## src/rtl/m_user_input_encoder_pkg.sv

```systemverilog
// Shared user-input command codes, button bit positions,
// repeat-timer state type and the command priority encoder.
package m_user_input_encoder_pkg;

    localparam int USER_INPUT_WIDTH = 4;

    typedef logic [USER_INPUT_WIDTH-1:0] user_input_t;

    localparam user_input_t USER_INPUT_INC  = 4'b1000;
    localparam user_input_t USER_INPUT_DEC  = 4'b0100;
    localparam user_input_t USER_INPUT_AUX  = 4'b0010;
    localparam user_input_t USER_INPUT_PILE = 4'b0001;

    localparam int IDX_PILE = 0;
    localparam int IDX_AUX  = 1;
    localparam int IDX_DEC  = 2;
    localparam int IDX_INC  = 3;

    typedef enum logic [1:0] {
        REP_IDLE,
        REP_DELAY,
        REP_PERIOD
    } rep_state_e;

    // Pick one command out of the same-cycle events;
    // everything that loses is dropped.
    function automatic user_input_t encode_events(
        input user_input_t ev
    );
        user_input_t code;
        code = '0;
        priority case (1'b1)
            ev[IDX_PILE]: code = USER_INPUT_PILE;
            ev[IDX_INC]:  code = USER_INPUT_INC;
            ev[IDX_DEC]:  code = USER_INPUT_DEC;
            ev[IDX_AUX]:  code = USER_INPUT_AUX;
            default:      code = '0;
        endcase
        return code;
    endfunction

endpackage

```

## src/rtl/m_user_input_encoder_if.sv

```systemverilog
// Board-side bundle of the user-input encoder: raw buttons in,
// one-hot command pulse and debounced levels out.
interface m_user_input_encoder_if;
    import m_user_input_encoder_pkg::*;

    user_input_t i_btn;
    user_input_t o_user_input;
    user_input_t o_btn_level;

    modport master (
        output i_btn,
        input  o_user_input,
        input  o_btn_level
    );

    modport slave (
        input  i_btn,
        output o_user_input,
        output o_btn_level
    );

endinterface

```

## src/rtl/m_button_debouncer.sv

```systemverilog
// One push-button: 2-FF synchroniser, counting debouncer and
// registered rising-edge (press) detector.
module m_button_debouncer #(
    parameter int DEBOUNCE_CYCLES = 1_000_000
) (
    input  logic clk,
    input  logic rst,
    input  logic btn,
    output logic level,
    output logic press
);
    localparam int CNT_W = $clog2(DEBOUNCE_CYCLES + 1);
    localparam logic [CNT_W-1:0] CNT_LAST =
        CNT_W'(DEBOUNCE_CYCLES - 1);

    logic             sync_a;
    logic             sync_b;
    logic             stable;
    logic [CNT_W-1:0] cnt;
    logic             level_q;
    logic             press_q;

    // bring the asynchronous pin into the clock domain
    always_ff @(posedge clk) begin
        if (rst) begin
            sync_a <= 1'b0;
            sync_b <= 1'b0;
        end else begin
            sync_a <= btn;
            sync_b <= sync_a;
        end
    end

    // accept a new level only after it differs for the full window
    always_ff @(posedge clk) begin
        if (rst) begin
            stable <= 1'b0;
            cnt    <= '0;
        end else if (sync_b == stable) begin
            cnt <= '0;
        end else if (cnt == CNT_LAST) begin
            stable <= sync_b;
            cnt    <= '0;
        end else begin
            cnt <= cnt + CNT_W'(1);
        end
    end

    // delayed level and one-cycle press flag on a 0->1 of stable
    always_ff @(posedge clk) begin
        if (rst) begin
            level_q <= 1'b0;
            press_q <= 1'b0;
        end else begin
            level_q <= stable;
            press_q <= stable & ~level_q;
        end
    end

    assign level = level_q;
    assign press = press_q;

endmodule

```

## src/rtl/m_user_input_encoder.sv

```systemverilog
// Four debounced buttons -> one-hot single-cycle command pulses.
// Macro AUTO_REPEAT_EN adds hold-to-repeat for INC and DEC.
module m_user_input_encoder
    import m_user_input_encoder_pkg::*;
#(
    parameter int DEBOUNCE_CYCLES = 1_000_000,
    parameter int REPEAT_DELAY    = 50_000_000,
    parameter int REPEAT_PERIOD   = 10_000_000
) (
    input logic                   w_clk,
    input logic                   w_rst,
    m_user_input_encoder_if.slave bus
);
    user_input_t press;
    user_input_t level;
    user_input_t rep_fire;
    user_input_t req;
    user_input_t code_q;

    if (DEBOUNCE_CYCLES < 2 || REPEAT_DELAY < 1 ||
        REPEAT_PERIOD < 1) begin : g_bad_cfg
        $error("m_user_input_encoder: bad timing parameters");
    end

    for (genvar g = 0; g < USER_INPUT_WIDTH; g++) begin : g_btn
        m_button_debouncer #(
            .DEBOUNCE_CYCLES(DEBOUNCE_CYCLES)
        ) u_deb (
            .clk   (w_clk),
            .rst   (w_rst),
            .btn   (bus.i_btn[g]),
            .level (level[g]),
            .press (press[g])
        );
    end

`ifdef AUTO_REPEAT_EN
    localparam int REP_MAX = (REPEAT_DELAY > REPEAT_PERIOD) ?
                             REPEAT_DELAY : REPEAT_PERIOD;
    localparam int REP_W = $clog2(REP_MAX + 1);
    localparam logic [REP_W-1:0] REP_FIRST = REP_W'(REPEAT_DELAY);
    localparam logic [REP_W-1:0] REP_NEXT  = REP_W'(REPEAT_PERIOD);

    logic [1:0] rep_hit;

    for (genvar g = 0; g < 2; g++) begin : g_rep
        localparam int B = IDX_DEC + g;

        rep_state_e       state;
        rep_state_e       state_n;
        logic [REP_W-1:0] cnt;
        logic [REP_W-1:0] cnt_n;
        logic [REP_W-1:0] limit;
        logic             hit;

        // repeat timer state and counter registers
        always_ff @(posedge w_clk) begin
            if (w_rst) begin
                state <= REP_IDLE;
                cnt   <= '0;
            end else begin
                state <= state_n;
                cnt   <= cnt_n;
            end
        end

        // arm on press, fire at the limit, disarm on release
        always_comb begin
            state_n = state;
            cnt_n   = cnt;
            hit     = 1'b0;
            limit   = (state == REP_DELAY) ? REP_FIRST : REP_NEXT;
            unique case (state)
                REP_IDLE: begin
                    if (press[B]) begin
                        state_n = REP_DELAY;
                        cnt_n   = REP_W'(1);
                    end
                end
                REP_DELAY, REP_PERIOD: begin
                    if (!level[B]) begin
                        state_n = REP_IDLE;
                        cnt_n   = '0;
                    end else if (press[B]) begin
                        state_n = REP_DELAY;
                        cnt_n   = REP_W'(1);
                    end else if (cnt == limit) begin
                        hit     = 1'b1;
                        state_n = REP_PERIOD;
                        cnt_n   = REP_W'(1);
                    end else begin
                        cnt_n = cnt + REP_W'(1);
                    end
                end
                default: begin
                    state_n = REP_IDLE;
                    cnt_n   = '0;
                end
            endcase
        end

        assign rep_hit[g] = hit;
    end

    assign rep_fire = {rep_hit, 2'b00};
`else
    assign rep_fire = '0;
`endif

    assign req = press | rep_fire;

    // one-hot command register, one cycle per accepted event
    always_ff @(posedge w_clk) begin
        if (w_rst) begin
            code_q <= '0;
        end else begin
            code_q <= encode_events(req);
        end
    end

    assign bus.o_user_input = code_q;
    assign bus.o_btn_level  = level;

endmodule

```

## src/flat_wrapper.sv

```systemverilog
// flat-port wrapper written by rule: the top's interface ports become plain ports
module m_user_input_encoder_flat import m_user_input_encoder_pkg::*;
#(
    parameter int DEBOUNCE_CYCLES = 1_000_000,
    parameter int REPEAT_DELAY    = 50_000_000,
    parameter int REPEAT_PERIOD   = 10_000_000
)
  (w_clk, w_rst, bus_i_btn, bus_o_user_input, bus_o_btn_level);
  m_user_input_encoder_if bus_i ();
  input logic w_clk;
  input logic w_rst;
  input wire logic [$bits(bus_i.i_btn)-1:0] bus_i_btn;
  output wire logic [$bits(bus_i.o_user_input)-1:0] bus_o_user_input;
  output wire logic [$bits(bus_i.o_btn_level)-1:0] bus_o_btn_level;
  assign bus_i.i_btn = bus_i_btn;
  assign bus_o_user_input = bus_i.o_user_input;
  assign bus_o_btn_level = bus_i.o_btn_level;
  m_user_input_encoder #(.DEBOUNCE_CYCLES(DEBOUNCE_CYCLES), .REPEAT_DELAY(REPEAT_DELAY), .REPEAT_PERIOD(REPEAT_PERIOD)) u_core (.w_clk(w_clk), .w_rst(w_rst), .bus(bus_i));
endmodule
```

## config.mk

```make
export PLATFORM = sky130hd
export DESIGN_NAME = m_user_input_encoder_flat
export DESIGN_NICKNAME = d
export VERILOG_FILES = /design/src/rtl/m_user_input_encoder_pkg.sv /design/src/rtl/m_user_input_encoder_if.sv /design/src/rtl/m_button_debouncer.sv /design/src/rtl/m_user_input_encoder.sv /design/src/flat_wrapper.sv
export SDC_FILE = /design/constraint.sdc
export NUM_CORES = 1
export LEC_CHECK = 0
export CAP_MARGIN = 20
export CORE_ASPECT_RATIO = 2
export CORE_MARGIN = 2
export CORE_UTILIZATION = 60
export DETAILED_ROUTE_END_ITERATION = 8
export GPL_TIMING_DRIVEN = 0
export HOLD_SLACK_MARGIN = 0.15
export PLACE_DENSITY = 0.88
export SKIP_CTS_REPAIR_TIMING = 1
export SLEW_MARGIN = 20
export SYNTH_ARGS = -nofsm -noshare
export SYNTH_HDL_FRONTEND = slang
export SYNTH_SLANG_ARGS = --single-unit
```

## constraint.sdc

```tcl
create_clock -name w_clk -period 2.8 [get_ports w_clk]
set_input_delay 0.42 -clock w_clk [delete_from_list [all_inputs] [get_ports w_clk]]
set_output_delay 0.42 -clock w_clk [all_outputs]
set_load 0.01 [all_outputs]
```

==> metrics.md, run 1 <==
| Metric | Value |
|---|---|
| Hold Path Stages | 1 |
| Initial DRC Count | 247 |
| Cell family with the largest share of critical-path delay | compound AO/OA/AOI/OAI gates |
| Gr busiest metal | met2 |
| DRT Pass-1 Iters | 5 |
| Overall Global Routing Usage | 0.216 |
| Pwr per Cell Area | 553 mW/mm^2 |
| Share of cells above drive strength 1 | 0.0686 |
| Setup violators final | 0 |
| # clock sinks | 104 |
| Total Wirelength | 7950 um |
| DRC violations left | 0 |
| Final TNS setup | 0 ns |
| Met2 usage | 0.360 |
| Unrepaired setup endpoints after global routing | no |
| Worst Setup Start Kind | flip-flop |
| Rows | 44 |
| Global-route wire length before repair | 13,800 um |
| Net Sw Frac | 0.212 |
| Port Buf Inserts | 13 |
| Status | complete, no violations |
| Peak VDD IR | 0.000503 V |
| Wire length per cell | 13.2 um |
| Top FF cell, synth | dfxtp_1 |
| Clock Skews | 0.00876 ns |
| Post-synthesis cell count | 482 |
| Max-Cap Viols | 0 |
| Net Switching | 0.000573 W |
| Pin count of the biggest net entering global routing | 18 |
| Initial antenna violation count | 0 |
| Post-Syn Area | 0.00437 mm^2 |
| Async SR Flop Fraction | 0 |
| Nets | 516 |
| GR Util met3 | 0.0605 |
| Syn nets | 492 |
| Yosys cell types | 42 |
| Setup crit end kind | flip-flop |
| Chip Height | 125 um |
| Fmax | 438 MHz |
| Area grow syn2layout | 12.0% |
| Max FO, Critical Path | 10 |
| Starting Density | 0.610 |
| Levels on crit path | 6 |
| Synth top area cells | dfxtp_1 (48%), xnor2_1 (5.8%), nor2_1 (4.9%) |
| H-tree depth | 3 |
| Hold crit path type | flip-flop to flip-flop |
| Final worst-path cycle share | 0.815 |
| Top-area cell type share of the netlist area | 0.477 |
| Worst path cell trace | ha_1 -> and3_1 -> nand3_1 -> o21ai_1 -> clkbuf_1 -> nor2_1 |
| Static Leak | 1.52 nW |
| Die Area | 0.00802 mm^2 |
| Register-to-Register Path Depth | 6 |
| Min Hold Slack | 0.422 ns |
| Crit-path max cell delay | 0.63 ns |
| Syn. warnings | 0 |
| Grt met1 use | 0.257 |
| Via Count | 3,371 |
| Sequential fraction of design power | 0.550 |
| Average via count per standard cell | 5.60 |
| CP bufs+invs | 1 |
| Vias in the first global route | 3,232 |
| Hold Vio Cnt, Final | 0 |
| Setup CP Type | flip-flop to flip-flop |
| Worst-margin pin slew | 0.719 ns |
| Worst path required time | 3.02 ns |
| Placeable Area | 0.00716 mm^2 |
| EDFF count, synth | 0 |
| CTS Buf Count | 9 |
| Critical Path AT | 2.50 ns |
| Avg Cell Area, Syn | 9.06 um^2 |
| # IOs | 14 |
| Clock Latency Late Sink | 0.35 ns |
| Clock slew at reported path FFs | 0.07 ns |
| Synth top cells by count | dfxtp_1 (104), nor2_1 (57), xnor2_1 (29), a21oi_1 (28), nand3_1 (28) |
| Routability cong. | 0.837 |
| Antenna Nets Post-Route | 0 |
| CTS tree | done |
| Relative max-transition margin | 0.518 |
| Estimated wirelength of the detail-placed design | 5270 um |
| Clock power frac | 0.436 |
| Diodes inserted | 0 |
| Clock buffer depth | 2 |
| Max Slew Vio Count | 0 |
| Slowest cell on crit path | o21ai_1 |
| Largest area contributor in the netlist | dfxtp_1 |
| Seq/Total Area, Yosys | 0.477 |
| Grt ovf | 0 |
| Clk root buf | clkbuf_16 |
| Share of total power in combinational logic | 0.014 |
| Min Tclk post-route | 2.28 ns |
| Count leader, synth | dfxtp_1 |
| Pint | 0.00213 W |
| Die Span X | 64.3 um |
| Post-synthesis register bit count | 104 |
## layout by cell type (no fill, tap or decap), types with 15 or more instances in the layout
cell,netlist,layout
nand2_1,18,18
xnor2_1,29,29
a21oi_1,28,28
nor2_1,57,57
nor2b_1,17,17
o21ai_0,15,15
or4_1,15,15
xor2_1,20,20
dfxtp_1,104,104
inv_1,19,19
nand4_1,15,15
or3_1,17,17
nand3_1,28,28
## cell families (layout without fill, tap and decap cells)
kind of cell    Yosys count  count (layout)  synth area share
simple gates            222             222             0.279
flops                   104             104             0.477
xor+xnor                 49              49            0.0983
fa+ha+maj                 4               4            0.0115
compound gates           66              66            0.0923
buf+inv                  37              65            0.0427
## stage by stage
step / setup slack [ns] / total power, W / instances / util / instance area [um^2]
finish: 0.519 / 0.00271 / 602 / 0.684 / 4890
global route: 0.306 / 0.00279 / 602 / 0.684 / 4890
CTS: 0.492 / 0.00273 / 602 / 0.684 / 4890
detailed placement: 0.514 / 0.00156 / 587 / 0.644 / 4610
global placement: 0.612 / 0.00156 / 587 / 0.644 / 4610
floorplan: 0.909 / 0.00155 / 482 / - / 4370
## power by group through the flow
| stage | clock network (W) | registers, W | logic, W |
|---|---|---|---|
| final | 0.00118 | 0.00149 | 0.0000384 |
| after CTS | 0.00120 | 0.00149 | 0.0000388 |
| after detailed placement | 0 | 0.00152 | 0.0000380 |
| after floorplan | 0 | 0.00152 | 0.0000231 |
| after global routing | 0.00126 | 0.00149 | 0.0000427 |
| after global placement | 0 | 0.00152 | 0.0000374 |
## final cells by class
type | instances | area, um^2
Buffer | 18 | 115
Clock buffer | 10 | 239
Clock inverter | 5 | 41.3
Fill cell | 545 | 2260
Inverter | 19 | 71.3
Multi-Input combinational cell | 341 | 2100
Sequential cell | 104 | 2080
Tap cell | 92 | 115
Timing Repair Buffer | 13 | 130
## registers in the layout, summed over array words and instances (netlist names)
| name | cells |
|---|---|
| u_core.g_btn.u_deb.cnt | 80 |
| u_core.bus.o_user_input | 4 |
| u_core.g_btn.u_deb.level | 4 |
| u_core.g_btn.u_deb.press | 4 |
| u_core.g_btn.u_deb.stable | 4 |
| u_core.g_btn.u_deb.sync_a | 4 |
| u_core.g_btn.u_deb.sync_b | 4 |
## worst register-to-register path, stage by stage, from the launching register on
cell	delay, ns
dfxtp_1	0.38
ha_1	0.22
and3_1	0.21
nand3_1	0.17
o21ai_1	0.63
clkbuf_1	0.43
nor2_1	0.11
## worst paths after layout
path | slack (ns) | end | start
max reg2reg | 0.52 | u_core.g_btn[0].u_deb.cnt[8] | u_core.g_btn[0].u_deb.cnt[0]
min | 0.42 | u_core.g_btn[0].u_deb.press | u_core.g_btn[0].u_deb.level
min reg2reg | 0.42 | u_core.g_btn[0].u_deb.press | u_core.g_btn[0].u_deb.level
max | 0.52 | u_core.g_btn[0].u_deb.cnt[8] | u_core.g_btn[0].u_deb.cnt[0]
## metal layers
metal / part of all wire / routed length [um] / vias to the layer above
met5: 0 / 0 / -
met4: 0.0096 / 76 / 0
met3: 0.030 / 242 / 4
met2: 0.51 / 4090 / 52
met1: 0.45 / 3540 / 1579
li1: - / - / 1736
No activity file was read; power rests on OpenSTA's default activity.
==> run 2, diff against run 1 <==
--- a/config.mk
+++ b/config.mk
@@ -8,11 +8,11 @@
 export CAP_MARGIN = 20
 export CORE_ASPECT_RATIO = 2
 export CORE_MARGIN = 2
-export CORE_UTILIZATION = 60
+export CORE_UTILIZATION = 55
 export DETAILED_ROUTE_END_ITERATION = 8
 export GPL_TIMING_DRIVEN = 0
 export HOLD_SLACK_MARGIN = 0.15
-export PLACE_DENSITY = 0.88
+export PLACE_DENSITY = 0.85
 export SKIP_CTS_REPAIR_TIMING = 1
 export SLEW_MARGIN = 20
 export SYNTH_ARGS = -nofsm -noshare
==> constraint.sdc (replaced) <==
create_clock -name w_clk -period 1.96 [get_ports w_clk]
set_input_delay 0.294 -clock w_clk [delete_from_list [all_inputs] [get_ports w_clk]]
set_output_delay 0.294 -clock w_clk [all_outputs]
set_load 0.01 [all_outputs]
==> metrics.md, run 2 (synthesized netlist as in run 1, its figures left out) <==
| Metric | Value |
|---|---|
| Register Area | 0.00210 mm^2 (+0.78%) |
| Worst Slack Setup Final | -0.0651 ns (-0.584 ns) |
| Share of cells above drive strength 1 | 0.161 (+0.0927) |
| Average via count per standard cell | 5.79 (+3.4%) |
| Min Tclk post-route | 2.03 ns (-0.256 ns) |
| Post-placement worst setup slack | -0.293 ns (-0.807 ns) |
| Diodes inserted | 0 (unchanged) |
| Area grow syn2layout | 19.4% |
| Nets | 532 (+3.1%) |
| Status | complete, but fails checks |
| Worst Setup Start Kind | flip-flop |
| Max Slew Vio Count | 0 (unchanged) |
| Die Span X | 67.0 um (+4.2%) |
| Finished Layout Cells | 623 (+3.5%) |
| Fill cells | 584 (+7.2%) |
| Final worst-path cycle share | 1.03 (+0.219) |
| Total Wirelength | 9380 um (+18%) |
| Clock Latency Late Sink | 0.35 ns (about the same) |
| Final core occ | 0.666 (-0.0173) |
| Max FO, Critical Path | 8 (-2) |
| Net Switching | 0.000798 W (+39%) |
| Worst path required time | 2.19 ns (-0.83 ns) |
| Static Leak | 1.64 nW (+7.9%) |
| Biggest register | u_core.g_btn.u_deb.cnt |
| Pin count of the biggest net entering global routing | 16 (-2) |
| # IOs | 14 (unchanged) |
| Estimated wirelength of the detail-placed design | 5390 um (+2.3%) |
| Via Count | 3,608 (+7.0%) |
| Hold crit path type | flip-flop to flip-flop |
| Die Area | 0.00871 mm^2 (+8.6%) |
| Global-route wire length before repair | 14,200 um (+2.6%) |
| Setup CP Type | flip-flop to flip-flop |
| CTS tree | done |
| Most frequent cells in the layout | dfxtp_1 (95), nor2_1 (48), xnor2_1 (29) |
| Port Buf Inserts | 13 (unchanged) |
| Unrepaired setup endpoints after global routing | yes |
| # clock sinks | 104 (unchanged) |
| Most common cell after layout, fill and taps aside | dfxtp_1 |
| DRC violations left | 0 (unchanged) |
| Clock power frac | 0.452 (+0.016) |
| Grt ovf | 0 (unchanged) |
| Fmax | 494 MHz (+13%) |
| Failing checks | setup timing |
| Pint | 0.00321 W (+50%) |
| Rows | 46 (+4.5%) |
| Worst-margin pin slew | 0.370 ns (-0.348 ns) |
| Pwr per Cell Area | 768 mW/mm^2 (+39%) |
| Setup crit end kind | flip-flop |
| Overall Global Routing Usage | 0.207 (-0.00827) |
| Max-Cap Viols | 0 (unchanged) |
| CTS Buf Count | 9 (unchanged) |
| Critical Path AT | 2.25 ns (-0.25 ns) |
| H-tree depth | 3 (unchanged) |
| Relative max-transition margin | 0.752 (+0.235) |
| Initial antenna violation count | 0 (unchanged) |
| Antenna Nets Post-Route | 0 (unchanged) |
| Wire length per cell | 15.1 um (+14%) |
| Sequential fraction of design power | 0.531 (-0.019) |
| Register-to-Register Path Depth | 5 (-1) |
| Placed insts | 591 (+0.68%) |
| Finished Cell Area | 0.00522 mm^2 (+6.6%) |
| Initial DRC Count | 357 (+45%) |
| DRT Pass-1 Iters | 5 (unchanged) |
| Hold Vio Cnt, Final | 0 (unchanged) |
| Chip Height | 130 um (+4.3%) |
| Hold Path Stages | 1 (unchanged) |
| Clock Skews | 0.00691 ns (-0.00184 ns) |
| Setup violators final | 38 (+38) |
| Starting Density | 0.558 (-0.0523) |
| Clock slew at reported path FFs | 0.07 ns (about the same) |
| Share of total power in combinational logic | 0.017 (+0.003) |
| Routability cong. | 0.818 (-2.2%) |
| DP Area | 0.00462 mm^2 (+0.11%) |
| Net Sw Frac | 0.199 (-0.0124) |
| Clk root buf | clkbuf_16 |
| Max reg flops | 80 (unchanged) |
| Peak VDD IR | 0.000691 V (+37%) |
| Clock buffer depth | 2 (unchanged) |
| Placeable Area | 0.00783 mm^2 (+9.4%) |
| Vias in the first global route | 3,302 (+2.2%) |
| Multi-input combinational cell area | 0.00222 mm^2 (+5.7%) |
| Final TNS setup | -1.49 ns (-1.49 ns) |
-- run 2: cell types whose count changed in the layout (fill, tap and decap cells not counted), moves of 3 or more --
cell      delta
dfxtp_1      -9
a21oi_1      -5
nor2_4       +4
o21ai_4      +3
nor2_2       +5
nor2_1       -9
a21oi_2      +5
dfxtp_2      +7
buf_6        +5
clkbuf_1     -4
buf_4       +13
-- run 2: stage by stage --
stage | hold WS [ns] | total power, W
after global placement | 0.399 | 0.00223
after floorplan | 0.373 | 0.00221
after global routing | 0.432 | 0.00410
final | 0.416 | 0.00401
after CTS | 0.417 | 0.00401
after detailed placement | 0.414 | 0.00223
-- run 2: path summary, 6_finish.rpt --
check                                      from  slack [ns]                            end
setup / recovery  u_core.g_btn[2].u_deb.cnt[11]       -0.07  u_core.g_btn[2].u_deb.cnt[13]
hold / removal      u_core.g_btn[1].u_deb.level        0.42    u_core.g_btn[1].u_deb.press
setup reg to reg  u_core.g_btn[2].u_deb.cnt[11]       -0.07  u_core.g_btn[2].u_deb.cnt[13]
hold reg to reg     u_core.g_btn[1].u_deb.level        0.42    u_core.g_btn[1].u_deb.press
-- run 2: final cells by class --
type | instances | share of cell area
Sequential cell | 104 | 0.402
Inverter | 19 | 0.0137
Multi-Input combinational cell | 341 | 0.425
Buffer | 15 | 0.0228
Clock inverter | 3 | 0.00768
Tap cell | 96 | 0.0230
Clock buffer | 13 | 0.0499
Timing Repair Buffer | 32 | 0.0552
-- run 2: power by group through the flow --
stage / clock network, W / logic [W] / registers (W)
finish: 0.00181 / 0.0000687 / 0.00213
global placement: 0 / 0.0000536 / 0.00218
floorplan: 0 / 0.0000331 / 0.00217
detailed placement: 0 / 0.0000551 / 0.00218
global route: 0.00190 / 0.0000733 / 0.00213
CTS: 0.00183 / 0.0000564 / 0.00213
-- run 2: per-layer routing --
metal	routed length (um)	up-vias	GRT usage
met1	4080	1731	0.255
met2	4790	93	0.344
li1	-	1769	-
met4	126	0	0.0732
met5	0	-	0
met3	373	15	0.0552
-- run 2: critical path, stage by stage (launching register included) --
cell,delay (ns)
dfxtp_4,0.36
or4b_1,0.52
or4_4,0.56
o21bai_4,0.23
buf_6,0.18
a21oi_1,0.05
